File: config.mk
export PLATFORM = sky130hd
export DESIGN_NAME = cache_controller
export DESIGN_NICKNAME = d
export VERILOG_FILES = /design/src/rtl/cache_pkg.sv /design/src/rtl/cache_controller_sat_counter.sv /design/src/rtl/cache_controller.sv
export SDC_FILE = /design/constraint.sdc
export NUM_CORES = 1
export LEC_CHECK = 0
export ABC_CLOCK_PERIOD_IN_PS = 7730
export CELL_PAD_IN_SITES_DETAIL_PLACEMENT = 1
export CELL_PAD_IN_SITES_GLOBAL_PLACEMENT = 2
export CORE_ASPECT_RATIO = 1.4
export CORE_MARGIN = 2
export CORE_UTILIZATION = 28
export DETAILED_ROUTE_END_ITERATION = 12
export PLACE_DENSITY = 0.95
export SLEW_MARGIN = 20
export SYNTH_ARGS = -nofsm -noshare
export SYNTH_HDL_FRONTEND = slang
export SYNTH_SLANG_ARGS = --single-unit
File: constraint.sdc
create_clock -name clk -period 7.73 [get_ports clk]
set_input_delay 1.546 -clock clk [delete_from_list [all_inputs] [get_ports clk]]
set_output_delay 1.546 -clock clk [all_outputs]
set_load 0.05 [all_outputs]
File: src/rtl/cache_pkg.sv
//------------------------------------------------------------------------------
// Module : cache_pkg
// Brief  : Shared types and helpers for the direct-mapped cache controller.
// Rev    : 1.0  initial release
//------------------------------------------------------------------------------
`default_nettype none

package cache_pkg;

    localparam int unsigned c_COUNTER_WIDTH = 32;

    typedef enum logic [2:0] {
        IDLE      = 3'd0,
        LOOKUP    = 3'd1,
        WRITEBACK = 3'd2,
        FILL      = 3'd3,
        INSTALL   = 3'd4
    } cache_state_e;

    // Extracts a bit field of an address; callers cast the result to the field width.
    function automatic logic [63:0] addr_field(input logic [63:0] addr,
                                               input int unsigned lsb,
                                               input int unsigned width);
        logic [63:0] mask;
        mask = (width >= 64) ? '1 : ((64'd1 << width) - 64'd1);
        return (addr >> lsb) & mask;
    endfunction

endpackage

`default_nettype wire

File: src/rtl/cache_controller_sat_counter.sv
//------------------------------------------------------------------------------
// Module : sat_counter
// Brief  : Up-counter that sticks at all-ones instead of wrapping.
// Rev    : 1.0  initial release
//------------------------------------------------------------------------------
`default_nettype none

module sat_counter #(
    parameter int WIDTH = 32
) (
    input  logic             clk,
    input  logic             reset,
    input  logic             inc,
    output logic [WIDTH-1:0] count
);

    always_ff @(posedge clk or posedge reset) begin
        if (reset) begin
            count <= '0;
        end else if (inc && (count != '1)) begin
            count <= count + WIDTH'(1);
        end
    end

endmodule

`default_nettype wire

File: src/rtl/cache_controller.sv
//------------------------------------------------------------------------------
// Module : cache_controller
// Brief  : Request sequencer for a direct-mapped cache: lookup, write-back, fill.
// Rev    : 1.0  initial release
//------------------------------------------------------------------------------
`default_nettype none

module cache_controller
    import cache_pkg::*;
#(
    parameter  int NUM_SETS    = 4,
    parameter  int SET_SIZE    = 2,
    parameter  int TAG_SIZE    = 30,
    parameter  int OFFSET_SIZE = 0,
    parameter  int READ_ONLY   = 0,
    localparam int ADDR_W      = TAG_SIZE + SET_SIZE + OFFSET_SIZE
) (
    input  logic                       clk,
    input  logic                       reset,
    input  logic                       cpu_req_valid,
    output logic                       cpu_req_ready,
    input  logic                       cpu_req_we,
    input  logic [ADDR_W-1:0]          cpu_req_addr,
    output logic                       cpu_resp_valid,
    output logic                       cpu_resp_hit,
    output logic [SET_SIZE-1:0]        set,
    output logic [TAG_SIZE-1:0]        tag,
    input  logic                       valid_block_match,
    input  logic                       valid_dirty_bit,
    input  logic [TAG_SIZE-1:0]        selected_tag,
    output logic                       clear_selected_valid_bit,
    output logic                       finish_new_line_install,
    output logic                       clear_selected_dirty_bit,
    output logic                       set_selected_dirty_bit,
    output logic                       data_we,
    output logic                       fill_we,
    output logic                       mem_req,
    output logic                       mem_we,
    output logic [ADDR_W-1:0]          mem_addr,
    input  logic                       mem_ack,
    output logic [c_COUNTER_WIDTH-1:0] hit_count,
    output logic [c_COUNTER_WIDTH-1:0] miss_count
);

    localparam bit c_RO          = (READ_ONLY != 0);
    localparam bit c_GEOMETRY_OK = (NUM_SETS == (1 << SET_SIZE));

    generate
        if (!c_GEOMETRY_OK) begin : g_bad_geometry
            $error("cache_controller: NUM_SETS must equal 2**SET_SIZE");
        end
    endgenerate

    cache_state_e        r_state;
    logic [ADDR_W-1:0]   r_addr;
    logic                r_we;
    logic                r_miss_seen;
    logic [TAG_SIZE-1:0] w_mem_tag;
    logic [ADDR_W-1:0]   w_mem_base;
    logic                w_hit_inc;
    logic                w_miss_inc;

    assign set = SET_SIZE'(addr_field(64'(r_addr), OFFSET_SIZE, SET_SIZE));
    assign tag = TAG_SIZE'(addr_field(64'(r_addr), OFFSET_SIZE + SET_SIZE, TAG_SIZE));

    // Line address: offset bits forced to zero, tag chosen by state.
    assign w_mem_base = ADDR_W'({w_mem_tag, set});
    assign mem_addr   = w_mem_base << OFFSET_SIZE;

    // Lines are overwritten in place by the install, so explicit invalidation is never needed.
    assign clear_selected_valid_bit = 1'b0;

    assign w_hit_inc  = (r_state == LOOKUP) && valid_block_match && !r_miss_seen;
    assign w_miss_inc = (r_state == LOOKUP) && !valid_block_match;

    always_comb begin
        cpu_req_ready            = (r_state == IDLE);
        cpu_resp_valid           = 1'b0;
        cpu_resp_hit             = 1'b0;
        finish_new_line_install  = 1'b0;
        clear_selected_dirty_bit = 1'b0;
        set_selected_dirty_bit   = 1'b0;
        data_we                  = 1'b0;
        fill_we                  = 1'b0;
        mem_req                  = 1'b0;
        mem_we                   = 1'b0;
        w_mem_tag                = tag;
        case (r_state)
            LOOKUP: begin
                if (valid_block_match) begin
                    cpu_resp_valid         = 1'b1;
                    cpu_resp_hit           = !r_miss_seen;
                    data_we                = r_we;
                    set_selected_dirty_bit = r_we;
                end
            end
            WRITEBACK: begin
                mem_req                  = 1'b1;
                mem_we                   = 1'b1;
                w_mem_tag                = selected_tag;
                clear_selected_dirty_bit = mem_ack && !c_RO;
            end
            FILL: begin
                mem_req = 1'b1;
                fill_we = mem_ack;
            end
            INSTALL: begin
                finish_new_line_install = 1'b1;
            end
            default: ;
        endcase
    end

    always_ff @(posedge clk or posedge reset) begin
        if (reset) begin
            r_state     <= IDLE;
            r_addr      <= '0;
            r_we        <= 1'b0;
            r_miss_seen <= 1'b0;
        end else begin
            case (r_state)
                IDLE: begin
                    if (cpu_req_valid) begin
                        r_addr      <= cpu_req_addr;
                        r_we        <= cpu_req_we && !c_RO;
                        r_miss_seen <= 1'b0;
                        r_state     <= LOOKUP;
                    end
                end
                LOOKUP: begin
                    if (valid_block_match) begin
                        r_state <= IDLE;
                    end else begin
                        r_miss_seen <= 1'b1;
                        r_state     <= (valid_dirty_bit && !c_RO) ? WRITEBACK : FILL;
                    end
                end
                WRITEBACK: if (mem_ack) r_state <= FILL;
                FILL:      if (mem_ack) r_state <= INSTALL;
                // The re-lookup after install hits and completes any pending write.
                INSTALL:   r_state <= LOOKUP;
                default:   r_state <= IDLE;
            endcase
        end
    end

    sat_counter #(.WIDTH(c_COUNTER_WIDTH)) u_hit_counter (
        .clk   (clk),
        .reset (reset),
        .inc   (w_hit_inc),
        .count (hit_count)
    );

    sat_counter #(.WIDTH(c_COUNTER_WIDTH)) u_miss_counter (
        .clk   (clk),
        .reset (reset),
        .inc   (w_miss_inc),
        .count (miss_count)
    );

endmodule

`default_nettype wire

==> results.yml, run 1 <==
status:
  status: "finished clean"
clock_tree:
  numCtsBuffers: 9
  cts_setup_buffers: 0
  htree_levels: 3
  cts_sinks: 101
  insertion_delay_ns: 0.35
  cts_resized: 0
  cts_root_buffer: "clkbuf_16"
  cts_tree: "done"
  clk_pin_slew_worst_paths_ns: 0.07
  cts-hold-fix-buffers: 0
  clockBufferDepth: 2
global_routing:
  grt_usage: 0.1699
  antenna_found_initial: 0
  grt_overflow: 0
  grt_max_degree: 55
  grt_pass1_wl_um: 25900
  grt_pass1_vias: 4649
timing:
  finalCritPeriodShare: 0.6682
  skew_ns: 0.008702
  holdWs_ns: 0.4932
  setup_tns_ns: 0
  hold_violations: 0
  worst_pin_slew_ns: 0.7783
  setup_viol: 0
  rsz0062_at_grt: "false"
  max_slew_margin: 0.4763
  drv_slew: 0
  max_freq_ghz: 0.1936
  layout_min_cycle_time_ns: 5.165
synthesis:
  synthesis.nets: 512
  synthesis.area_mm2: 0.005057
  yosys.cell_types.count: 45
  yosysTopAreaCell: "dfrtp_1"
  syn_inst: 441
  synthTopCellsByArea: "dfrtp_1 50%, mux2_2 15%, xnor2_1 5.4%"
  synth_top_area_share: 0.4998
  ys_async_sr_fraction: 1.000
  synth-seq-cells: 101
  synth_edf_count: 0
  synth.avg_cell_area_um2: 11.47
  synthFlopType: "dfrtp_1"
  ys_seq_area_frac: 0.4998
  synth_warnings: 0
pwr:
  ir_drop_mv: 0.2576
  p_sw_uw: 1457
  clock_power_share: 0.152
  power_density_mw_per_mm2: 392.2
  power_frac_seq: 0.259
  pwr-share-comb: 0.589
  internal_power_uw: 1541
  p_leak_uw: 0.003125
  total_power_uw: 2998
  swShare: 0.4861
critical_path:
  path_buf_inv: 4
  critPathSlowestCell: "clkdlybuf4s50_1"
  cp.arrival_ns: 3.62
  path_delay_family: "buffers and inverters"
  start_kind: "input port"
  cp-end-kind: "primary output"
  critPathKind: "in -> out"
  path_cells: "clkdlybuf4s50_1, nand4bb_1, inv_1, nand2_1, inv_1, clkdlybuf4s50_1"
  crit_fanout: 4
  required_ns: 6.18
  slowest_delay_ns: 0.82
final_layout:
  stdcell_area_mm2: 0.007644
  fillerInstances: 1999
  drive_above_1_share: 0.1528
  layout_commonest_cell: "clkdlybuf4s50_1"
  antenna_cells: 0
  layout_common_cells: "206 x clkdlybuf4s50_1, 101 x dfrtp_1, 66 x mux2_2"
  finalNonFillerCells: 888
  multi_input_area_mm2: 0.002387
  fin_nets: 715
  seq_area_mm2: 0.002527
  syn2layout_area_growth_pct: 51.14
run:
  maxCapViolCount: 0
detailed_routing:
  drtPass1Iterations: 4
  post_drt_wl_per_cell_um: 18.31
  drtIter0Drc: 152
  routed_wl_um: 16260
  drtAntennaViolNets: 0
  route.detailed.drc: 0
  viasPerCell: 4.828
  num_vias: 4287
place:
  gp_congestion: 0.7978
  dpl_cell_area_mm2: 0.007355
  dp_cells: 873
  port_buffers: 206
  dp_hpwl_um: 12770
die:
  start_util: 0.2833
  die_w_um: 117.6
  dieArea_mm2: 0.01917
  row_count: 58
  die_h_um: 163.0
  coreArea_mm2: 0.01785
  ioPinCount: 208
worst_hold_path:
  hp-class: "reg -> reg"
-- power by group through the flow --
stage                     Sequential, uW  Clock (uW)  Combinational [uW]
after CTS                            779         472                1780
after global routing                 799         489                1820
after global placement               775           0                1740
after floorplan                     1110           0                 850
final                                775         456                1770
after detailed placement             789           0                1780
-- state kept, by name, indices dropped and copies added (netlist names) --
| register | count |
|---|---|
| r_addr | 32 |
| r_miss_seen | 1 |
| r_state | 3 |
| r_we | 1 |
| u_hit_counter.count | 32 |
| u_miss_counter.count | 32 |
-- through the flow --
stage / worst slack (ns) / util
2_1_floorplan: 3.360 / -
3_3_place_gp: 2.634 / 0.4120
3_5_place_dp: 2.560 / 0.4120
4_1_cts: 2.556 / 0.4282
5_1_grt: 2.402 / 0.4282
6_report: 2.565 / 0.4282
-- final cells by class --
class | instances | area share
clock buffers | 10 | 0.02996
clock inverters | 5 | 0.007857
inverters | 14 | 0.007202
multi-input cells | 309 | 0.3123
flip-flops and latches | 101 | 0.3307
well taps | 240 | 0.03929
repair buffers | 209 | 0.2727
-- synth_stat cells (3+ instances only) --
cell type	instances
buf_2	5
and3_1	10
o21ai_0	3
nor4_1	6
and4_1	6
mux2_2	66
xnor2_1	31
nand3_1	16
and2_1	8
dfrtp_1	101
a31oi_1	4
nand2_1	36
clkbuf_1	6
inv_1	14
o2111ai_1	3
nor2_1	26
nor3_1	15
xor2_1	24
nand4_1	21
buf_4	6
a21oi_1	4
-- worst paths after layout --
check                                          from                  endpoint  slack (ns)  cells after the start
max                               valid_block_match              cpu_resp_hit        2.57                      6
min                        u_miss_counter.count[10]  u_miss_counter.count[10]        0.49                      1
max reg2reg                              r_state[1]   u_hit_counter.count[31]        5.38                      5
min reg2reg                u_miss_counter.count[10]  u_miss_counter.count[10]        0.49                      1
max in group asynchronous                     reset    u_hit_counter.count[0]        4.92                      3
min in group asynchronous                     reset                r_addr[22]        1.64                      2
-- routing by layer --
metal  vias up  share of wire  global-route usage
li1       1956              -                   -
met1      2175           0.38              0.1825
met2       121           0.56              0.3275
met3        35          0.036             0.02968
met4         0          0.030             0.06955
met5         -              0                   0
-- cell families after synthesis --
family / Yosys count / synth area share
flip-flops: 101 / 0.4998
AND/OR/NAND/NOR: 159 / 0.1759
XOR/XNOR: 55 / 0.09525
multiplexers: 67 / 0.1499
other: 1 / 0.0007415
AO/OA/AOI/OAI: 25 / 0.04478
adder cells (fa/ha/maj): 2 / 0.004947
buffers and inverters: 31 / 0.02870
(Power assumes the default switching activity.)
==> run 2, diff against run 1 <==
--- a/config.mk
+++ b/config.mk
@@ -5,14 +5,14 @@
 export SDC_FILE = /design/constraint.sdc
 export NUM_CORES = 1
 export LEC_CHECK = 0
-export ABC_CLOCK_PERIOD_IN_PS = 7730
+export ABC_CLOCK_PERIOD_IN_PS = 5410
 export CELL_PAD_IN_SITES_DETAIL_PLACEMENT = 1
 export CELL_PAD_IN_SITES_GLOBAL_PLACEMENT = 2
 export CORE_ASPECT_RATIO = 1.4
 export CORE_MARGIN = 2
-export CORE_UTILIZATION = 28
+export CORE_UTILIZATION = 26
 export DETAILED_ROUTE_END_ITERATION = 12
-export PLACE_DENSITY = 0.95
+export PLACE_DENSITY = 0.91
 export SLEW_MARGIN = 20
 export SYNTH_ARGS = -nofsm -noshare
 export SYNTH_HDL_FRONTEND = slang
==> constraint.sdc (replaced) <==
create_clock -name clk -period 5.41 [get_ports clk]
set_input_delay 1.082 -clock clk [delete_from_list [all_inputs] [get_ports clk]]
set_output_delay 1.082 -clock clk [all_outputs]
set_load 0.05 [all_outputs]
==> run 2 against run 1 <==
Sequential share of layout area down 0.16 points; global-route usage down 0.87 points; critical endpoint unchanged; routed wire length down 1.1%; worst setup slack worse by 1.4 ns; via count down 0.98%.
==> results.yml, run 2 (synthesis results as in run 1) <==
timing:
  max_slew_margin: 0.4144
  rsz0062_at_grt: "false"
  setup_ws_ns: 1.209
  holdWs_ns: 0.5051
  setup_viol: 0
  layout_min_cycle_time_ns: 4.201
  worst_pin_slew_ns: 0.8704
  drv_slew: 0
  hold_violations: 0
  max_freq_ghz: 0.2380
  setup_tns_ns: 0
  skew_ns: 0.008650
  finalCritPeriodShare: 0.7765
final_layout:
  antenna_cells: 0
  layout_commonest_cell: "clkdlybuf4s50_1"
  layout_common_cells: "206 x clkdlybuf4s50_1, 101 x dfrtp_1, 66 x mux2_2"
  reg.largest.list: "r_addr: 32 flops, u_hit_counter.count: 32 flops, u_miss_counter.count: 32 flops"
  drive_above_1_share: 0.1546
  finalNonFillerCells: 895
  syn2layout_area_growth_pct: 51.86
  fin_nets: 714
clock_tree:
  htree_levels: 3
  cts_resized: 0
  numCtsBuffers: 9
  cts_root_buffer: "clkbuf_16"
  insertion_delay_ns: 0.35
  cts_setup_buffers: 0
  clockBufferDepth: 2
  cts-hold-fix-buffers: 0
  cts_tree: "done"
  cts_sinks: 101
  clk_pin_slew_worst_paths_ns: 0.07
worst_hold_path:
  hp-class: "reg -> reg"
die:
  die_h_um: 169.0
  row_count: 60
  start_util: 0.2642
  dieArea_mm2: 0.02060
  ioPinCount: 208
  die_w_um: 121.9
  coreArea_mm2: 0.01914
detailed_routing:
  drtAntennaViolNets: 0
  route.detailed.drc: 0
  routed_wl_um: 16070
  num_vias: 4245
  post_drt_wl_per_cell_um: 17.96
  viasPerCell: 4.743
  drtPass1Iterations: 4
  drtIter0Drc: 158
critical_path:
  cp-end-kind: "primary output"
  crit_fanout: 4
  path_delay_family: "buffers and inverters"
  critPathSlowestCell: "clkdlybuf4s50_1"
  path_cells: "clkdlybuf4s50_1, nand4bb_1, inv_1, nand2_1, inv_1, clkdlybuf4s50_1"
  cp.arrival_ns: 3.12
  required_ns: 4.33
  critPathKind: "in -> out"
  start_kind: "input port"
  slowest_delay_ns: 0.83
  path_buf_inv: 4
pwr:
  ir_drop_mv: 0.5566
  p_leak_uw: 0.003140
  swShare: 0.4795
  p_sw_uw: 2081
  clock_power_share: 0.164
  power_density_mw_per_mm2: 565.0
  power_frac_seq: 0.256
  pwr-share-comb: 0.580
  internal_power_uw: 2258
global_routing:
  grt_overflow: 0
  grt_pass1_wl_um: 25830
  antenna_found_initial: 0
  grt_pass1_vias: 4636
  grt_usage: 0.1612
  grt_max_degree: 62
run:
  maxCapViolCount: 0
place:
  gp_congestion: 0.7852
  dp_hpwl_um: 12610
  port_buffers: 206
  dp_cells: 880
  dp_slack_ns: 1.206
status:
  status: "finished clean"
[run 2: worst paths after layout]
kind	end	start	cells after the start	slack, ns
worst max-delay path	cpu_resp_hit	valid_block_match	6	1.21
worst min-delay path	u_hit_counter.count[31]	u_hit_counter.count[31]	1	0.51
worst max register to register	u_hit_counter.count[31]	r_state[1]	5	3.09
worst min register to register	u_hit_counter.count[31]	u_hit_counter.count[31]	1	0.51
max in group asynchronous	r_addr[11]	reset	3	3.10
min in group asynchronous	r_addr[3]	reset	2	1.21
[run 2: layout make-up]
type	count	area (um^2)
inverter	14	55.05
timing repair buffer	208	2077
sequential	101	2527
multi-input combinational	309	2389
clock buffer	10	239.0
clock inverter	5	82.58
tap	248	310.3
fill	2111	11460
[run 2: stage by stage]
stage / utilization / instance area [um^2] / power (uW)
floorplan: - / 5057 / 2807
finish: 0.4012 / 7680 / 4339
global route: 0.4012 / 7680 / 4516
CTS: 0.4012 / 7680 / 4395
global placement: 0.3844 / 7358 / 3617
detailed placement: 0.3844 / 7358 / 3670
[run 2: routing by layer]
metal / global-route usage / routed length (um)
met1: 0.1821 / 6191
met2: 0.3034 / 9072
met3: 0.02594 / 567
met4: 0.05197 / 240
met5: 0 / 0
[run 2: power by group through the flow]
stage	clock [uW]	sequential (uW)	combinational [uW]
floorplan	0	1590	1210
global placement	0	1110	2510
detailed placement	0	1130	2540
CTS	732	1120	2550
global route	758	1150	2610
finish	711	1110	2520
[run 2: worst reg2reg max path, cell delays in order (launching register included)]
cell,delay [ns]
dfrtp_1,0.51
nand4bb_1,0.33
nor4_1,0.59
o2111ai_1,0.35
nor3_1,0.29
xor2_1,0.17
